File: src/rtl/adder_pkg.sv
// Shared constants, stage-register layout and configuration check for pipelined_adder.
// PIPELINED_ADDER_SUB_EN (see pipelined_adder.sv) adds a subtract mode carried in the sub field.
package adder_pkg;

  localparam int ADDER_DEF_WIDTH  = 16;
  localparam int ADDER_DEF_STAGES = 4;

  // Stage register at the default width; pipelined_adder declares the same layout at its own WIDTH.
  typedef struct packed {
    logic                       valid;
    logic [ADDER_DEF_WIDTH-1:0] s;
    logic [ADDER_DEF_WIDTH-1:0] a;
    logic [ADDER_DEF_WIDTH-1:0] b;
    logic                       c;
    logic                       cmsb;
    logic                       sub;
  } adder_stage_t;

  function automatic bit adder_cfg_ok(input int width, input int stages);
    return (width >= 1) && (stages >= 1) && (stages <= width) && ((width % stages) == 0);
  endfunction

endpackage

File: src/rtl/adder_chunk.sv
// Combinational W-bit ripple-carry adder slice; also exposes the carry into its top bit
// so the final slice can report signed overflow.
module adder_chunk #(
  parameter int W = 4
) (
  input  logic [W-1:0] a,
  input  logic [W-1:0] b,
  input  logic         cin,
  output logic [W-1:0] sum,
  output logic         cout,
  output logic         c_top
);

  logic [W:0] carry;

  always_comb begin
    carry    = '0;
    sum      = '0;
    carry[0] = cin;
    for (int i = 0; i < W; i++) begin
      sum[i]     = a[i] ^ b[i] ^ carry[i];
      carry[i+1] = (a[i] & b[i]) | (carry[i] & (a[i] ^ b[i]));
    end
  end

  assign cout  = carry[W];
  assign c_top = carry[W-1];

endmodule

File: src/rtl/pipelined_adder.sv
// Pipelined ripple-carry adder: STAGES register-separated CHUNK-bit slices behind valid/ready.
// Define PIPELINED_ADDER_SUB_EN to add the sub port (a - b computed as a + ~b + 1).
module pipelined_adder
  import adder_pkg::*;
#(
  parameter int WIDTH  = ADDER_DEF_WIDTH,
  parameter int STAGES = ADDER_DEF_STAGES
) (
  input  logic             clk,
  input  logic             rst_n,
  input  logic             in_valid,
  output logic             in_ready,
  input  logic [WIDTH-1:0] a,
  input  logic [WIDTH-1:0] b,
  input  logic             cin,
`ifdef PIPELINED_ADDER_SUB_EN
  input  logic             sub,
`endif
  output logic             out_valid,
  input  logic             out_ready,
  output logic [WIDTH-1:0] sum,
  output logic             cout,
  output logic             overflow
);

  localparam int CHUNK = WIDTH / STAGES;

  if (!adder_cfg_ok(WIDTH, STAGES)) begin : g_bad_cfg
    $error("pipelined_adder: WIDTH must be a multiple of STAGES and STAGES <= WIDTH");
  end

  typedef struct packed {
    logic             valid;
    logic [WIDTH-1:0] s;
    logic [WIDTH-1:0] a;
    logic [WIDTH-1:0] b;
    logic             c;
    logic             cmsb;
    logic             sub;
  } stage_t;

  logic   advance;
  stage_t in_beat;

  // The whole pipeline moves in lockstep; a stalled output freezes every stage.
  assign advance  = !out_valid || out_ready;
  assign in_ready = advance;

  // Subtraction is folded in at the entry so every slice stays a plain adder.
  always_comb begin
    in_beat       = '0;
    in_beat.valid = in_valid;
    in_beat.a     = a;
`ifdef PIPELINED_ADDER_SUB_EN
    in_beat.b     = sub ? ~b : b;
    in_beat.c     = sub ? 1'b1 : cin;
    in_beat.sub   = sub;
`else
    in_beat.b     = b;
    in_beat.c     = cin;
`endif
  end

  for (genvar k = 0; k < STAGES; k++) begin : g_stage
    stage_t           src;
    stage_t           stage_d;
    stage_t           stage_q;
    logic [CHUNK-1:0] chunk_sum;
    logic             chunk_cout;
    logic             chunk_ctop;

    if (k == 0) begin : g_first
      assign src = in_beat;
    end else begin : g_next
      assign src = g_stage[k-1].stage_q;
    end

    adder_chunk #(.W(CHUNK)) u_chunk (
      .a     (src.a[k*CHUNK +: CHUNK]),
      .b     (src.b[k*CHUNK +: CHUNK]),
      .cin   (src.c),
      .sum   (chunk_sum),
      .cout  (chunk_cout),
      .c_top (chunk_ctop)
    );

    always_comb begin
      stage_d                     = src;
      stage_d.s[k*CHUNK +: CHUNK] = chunk_sum;
      stage_d.c                   = chunk_cout;
      if (k == STAGES - 1) begin
        stage_d.cmsb = chunk_ctop;
      end
    end

    always_ff @(posedge clk or negedge rst_n) begin
      if (!rst_n) begin
        stage_q <= '0;
      end else if (advance) begin
        stage_q <= stage_d;
      end
    end
  end

  assign out_valid = g_stage[STAGES-1].stage_q.valid;
  assign sum       = g_stage[STAGES-1].stage_q.s;
  assign cout      = g_stage[STAGES-1].stage_q.c;
  assign overflow  = g_stage[STAGES-1].stage_q.cmsb ^ g_stage[STAGES-1].stage_q.c;

endmodule
File: config.mk
export PLATFORM = sky130hd
export DESIGN_NAME = pipelined_adder
export DESIGN_NICKNAME = d
export VERILOG_FILES = /design/src/rtl/adder_pkg.sv /design/src/rtl/adder_chunk.sv /design/src/rtl/pipelined_adder.sv
export SDC_FILE = /design/constraint.sdc
export NUM_CORES = 1
export LEC_CHECK = 0
export ABC_AREA = 1
export BUFFER_PORTS_ARGS = -buffer_cell sky130_fd_sc_hd__buf_4
export CORE_MARGIN = 4
export CORE_UTILIZATION = 47
export CTS_BUF_LIST = sky130_fd_sc_hd__clkbuf_4 sky130_fd_sc_hd__clkbuf_8
export CTS_CLUSTER_DIAMETER = 80
export DETAILED_ROUTE_END_ITERATION = 8
export PLACE_DENSITY = 0.69
export SETUP_SLACK_MARGIN = 0.3
export SLEW_MARGIN = 0
export SYNTH_ARGS = -nofsm -noshare
export SYNTH_HDL_FRONTEND = slang
export SYNTH_SLANG_ARGS = --single-unit
File: constraint.sdc
create_clock -name clk -period 3.7 [get_ports clk]
set_input_delay 0.37 -clock clk [delete_from_list [all_inputs] [get_ports clk]]
set_output_delay 0.37 -clock clk [all_outputs]
set_load 0.01 [all_outputs]
==> results.md <==
* Outcome: completed
* Post-synth EDFFs at 0
* Iter 0 DRT Violations at 168
* ANT cells at 0
* # clock sinks at 97
* Final period utilization at 0.5930
* Crit. End Element: flop
* Worst r2r src: g_stage[2].stage_q[15]
* First-pass GRT wire length at 14,170 um
* Synth top area share at 0.5460
* Post-DP HPWL at 4817 um
* Setup crit start kind: flop
* Final worst setup slack at 1.506 ns
* Crit Path Max Fanout at 2
* Clock power share at 0.175
* Worst vdd ir at 0.0003185 V
* Worst path slowest cell: fa_1
* Worst EP arrival at 2.45 ns
* Final setup fails at 0
* Largest net degree at the start of global routing at 98
* Worst min path class: primary input to async pin
* CTS Buf Count at 9
* Ys async rst share at 1.000
* Placed cell count at 633
* # Post-CTS Setup Buffers at 0
* Logic pwr share at 0.368
* Post-CTS Resized at 0
* Final nets at 568
* Crit path buffers/inverters at 2
* Post-Layout Cell Count at 649
* Remaining antenna violation count after routing at 0
* Die H at 105.3 um
* Cell family with most CP delay: adder cells
* Largest family of logic cells by synthesized area: simple AND/OR/NAND/NOR gates
* Top FF cell, synth: dfrtp_1
* Synth Area in Adders at 0.07205
* Core area at 0.009240 mm^2
* Max H-tree Level at 3
* FP Rows at 35
* CTS root buffer: clkbuf_8
* GRT met3 Usage at 0.03980
* Leading area contributor after synthesis: dfrtp_1
* Initial DRT Pass Iterations at 6
* Netlist cell types at 12
* Routed length per placed instance at 12.50 um
* Die X at 105.3 um
* Leakage power at 2.717 nW
* # port buffers at 56
* Drt via density at 4.798
* Critical Path RT at 3.96 ns
* GR met1 Demand/Resource at 0.1993
* Max_cap viols at 0
* Vias in the first global route at 3,176
* Final hold viol count at 0
* CP Class: flop to flop
* P_sw at 1.471 mW
* Post-synthesis simple-gate area fraction at 0.2736
* Hold_buf cts at 0
* Most instantiated library cell after synthesis: nand2_1
* Seq/Total Area, Yosys at 0.5460
* Post-layout total power at 3.884 mW
* Worst skew pair latency at 0.36 ns
* Most frequent CP cell: fa_1
* Initial antenna violation count at 0
* Multi-input gate area at 0.001545 mm^2
* Area Growth Syn to Fin at 10.98%
* Synth warn at 0
* Reg clk slew, reported paths at 0.09 ns
* Min cycle time layout at 2.194 ns
* PD cells at 787.2 mW/mm^2
* Slew margin rel. at 0.3503
* Reg2Reg Capture Point: sum[15]
* Post-synthesis cell count at 491
* Gpl congestion at 0.7529
* Slew at the pin closest to its max-slew limit at 0.9745 ns
* Crit path largest cell delay at 0.41 ns
* Cell chain of the critical path: fa_1 > inv_1 > fa_1 > fa_1 > inv_1 > fa_1 > nand2_1 > nand2_1
* Pins Over Slew Limit at 0
* Fmax at 455.8 MHz
* DIE AREA at 0.01108 mm^2
* Post-Synth XOR/XNOR Area at 0.001970
* Hold Worst Slack at 0.1299 ns
* CTS tree: built
* Netlist Area Pre-Place at 0.004446 mm^2
* Synth cell count leaders: 193 x nand2_1, 97 x dfrtp_1, 96 x nand3_1
* Pre-CTS worst setup slack at 1.429 ns
* Vias at 3,114
* Syn avg cell area at 9.054 um^2
* Synthesized flop and latch total at 97
* GR peak layer: met2
* Layout cells sized above 1 at 0.1519
* Clock Skew at 0.01066 ns
* Synth area leaders: dfrtp_1 55%, nand2_1 16%, nand3_1 11%, fa_1 7.2%, buf_4 4.4%
* Syn nets at 544
* Internal power at 2.413 mW
* Unrepaired setup endpoints after global routing: no
* Io pins at 57
* R2R setup slack at 1.51 ns
* Global route total overflow at 0
* Initial Util at 0.4811
* Remaining DRCs at 0
* Setup TNS at 0 ns
* Mux share of post-synthesis cell area at 0
* CTS Buffer Depth at 2
* Fillers at 903
* Seq pwr share at 0.457
* Final wirelength at 8111 um
* R2R cell count at 8
* Register area at 0.002431 mm^2
* Met2 usage at 0.2628
* Synth Area in Compound Gates at 0
* Overall routing resource usage at 0.1551
* Switching share of total power at 0.3787
## worst max-delay path by stage
stage,slack [ns],startpoint,to,cells past startpoint
final,1.51,g_stage[2].stage_q[15],sum[15],8
after global routing,1.35,g_stage[1].stage_q[11],g_stage[2].stage_q[46],10
after CTS,1.48,g_stage[2].stage_q[15],sum[15],8
after detailed placement,1.43,a[0],g_stage[0].stage_q[38],11
after global placement,1.47,a[0],g_stage[0].stage_q[38],11
after floorplan,1.66,g_stage[0].stage_q[7],g_stage[1].stage_q[42],10
## metrics by stage
stage          utilization  instance area (um^2)
2_1_floorplan            -                  4446
3_3_place_gp        0.5128                  4738
3_5_place_dp        0.5128                  4738
4_1_cts             0.5339                  4933
5_1_grt             0.5339                  4933
6_report            0.5339                  4933
## registers in the layout (all words and copies together) (netlist names)
name,count
cout,1
g_stage.stage_q,79
sum,16
out_valid,1
## power by group through the flow
| stage | Combinational (mW) | Sequential, mW | Clock [mW] |
|---|---|---|---|
| finish | 1.43 | 1.78 | 0.680 |
| global route | 1.67 | 1.83 | 0.744 |
| CTS | 1.46 | 1.78 | 0.701 |
| detailed placement | 1.44 | 1.80 | 0 |
| global placement | 1.40 | 1.79 | 0 |
| floorplan | 1.19 | 1.73 | 0 |
## placed cells by master, fill, tap and decap left out, types with 2 or more instances in the layout
master,count
buf_4,60
clkbuf_8,9
nand3_1,96
inv_1,39
clkinv_2,2
nand2_1,193
dfrtp_1,96
fa_1,16
clkbuf_4,2
## cell type report
| type | instances | share of cell area |
|---|---|---|
| multi-input cells | 307 | 0.3132 |
| inverters | 40 | 0.03043 |
| well taps | 129 | 0.03272 |
| flip-flops and latches | 97 | 0.4928 |
| clock inverters | 5 | 0.01141 |
| clock buffers | 11 | 0.02815 |
| repair buffers | 60 | 0.09130 |
## per-layer routing
layer,share of wire,vias to the layer above
li1,-,1540
met1,0.47,1506
met2,0.47,62
met3,0.042,6
met4,0.0081,0
met5,0,-
## logic make-up (layout without fill, tap and decap cells)
family,count (synthesis),after routing
adders and majority gates,16,16
buffers and inverters,87,116
DFF,97,97
xor gates and xnor gates,1,1
and+or+nand+nor,290,290
Power figures use the tool's default switching activity.
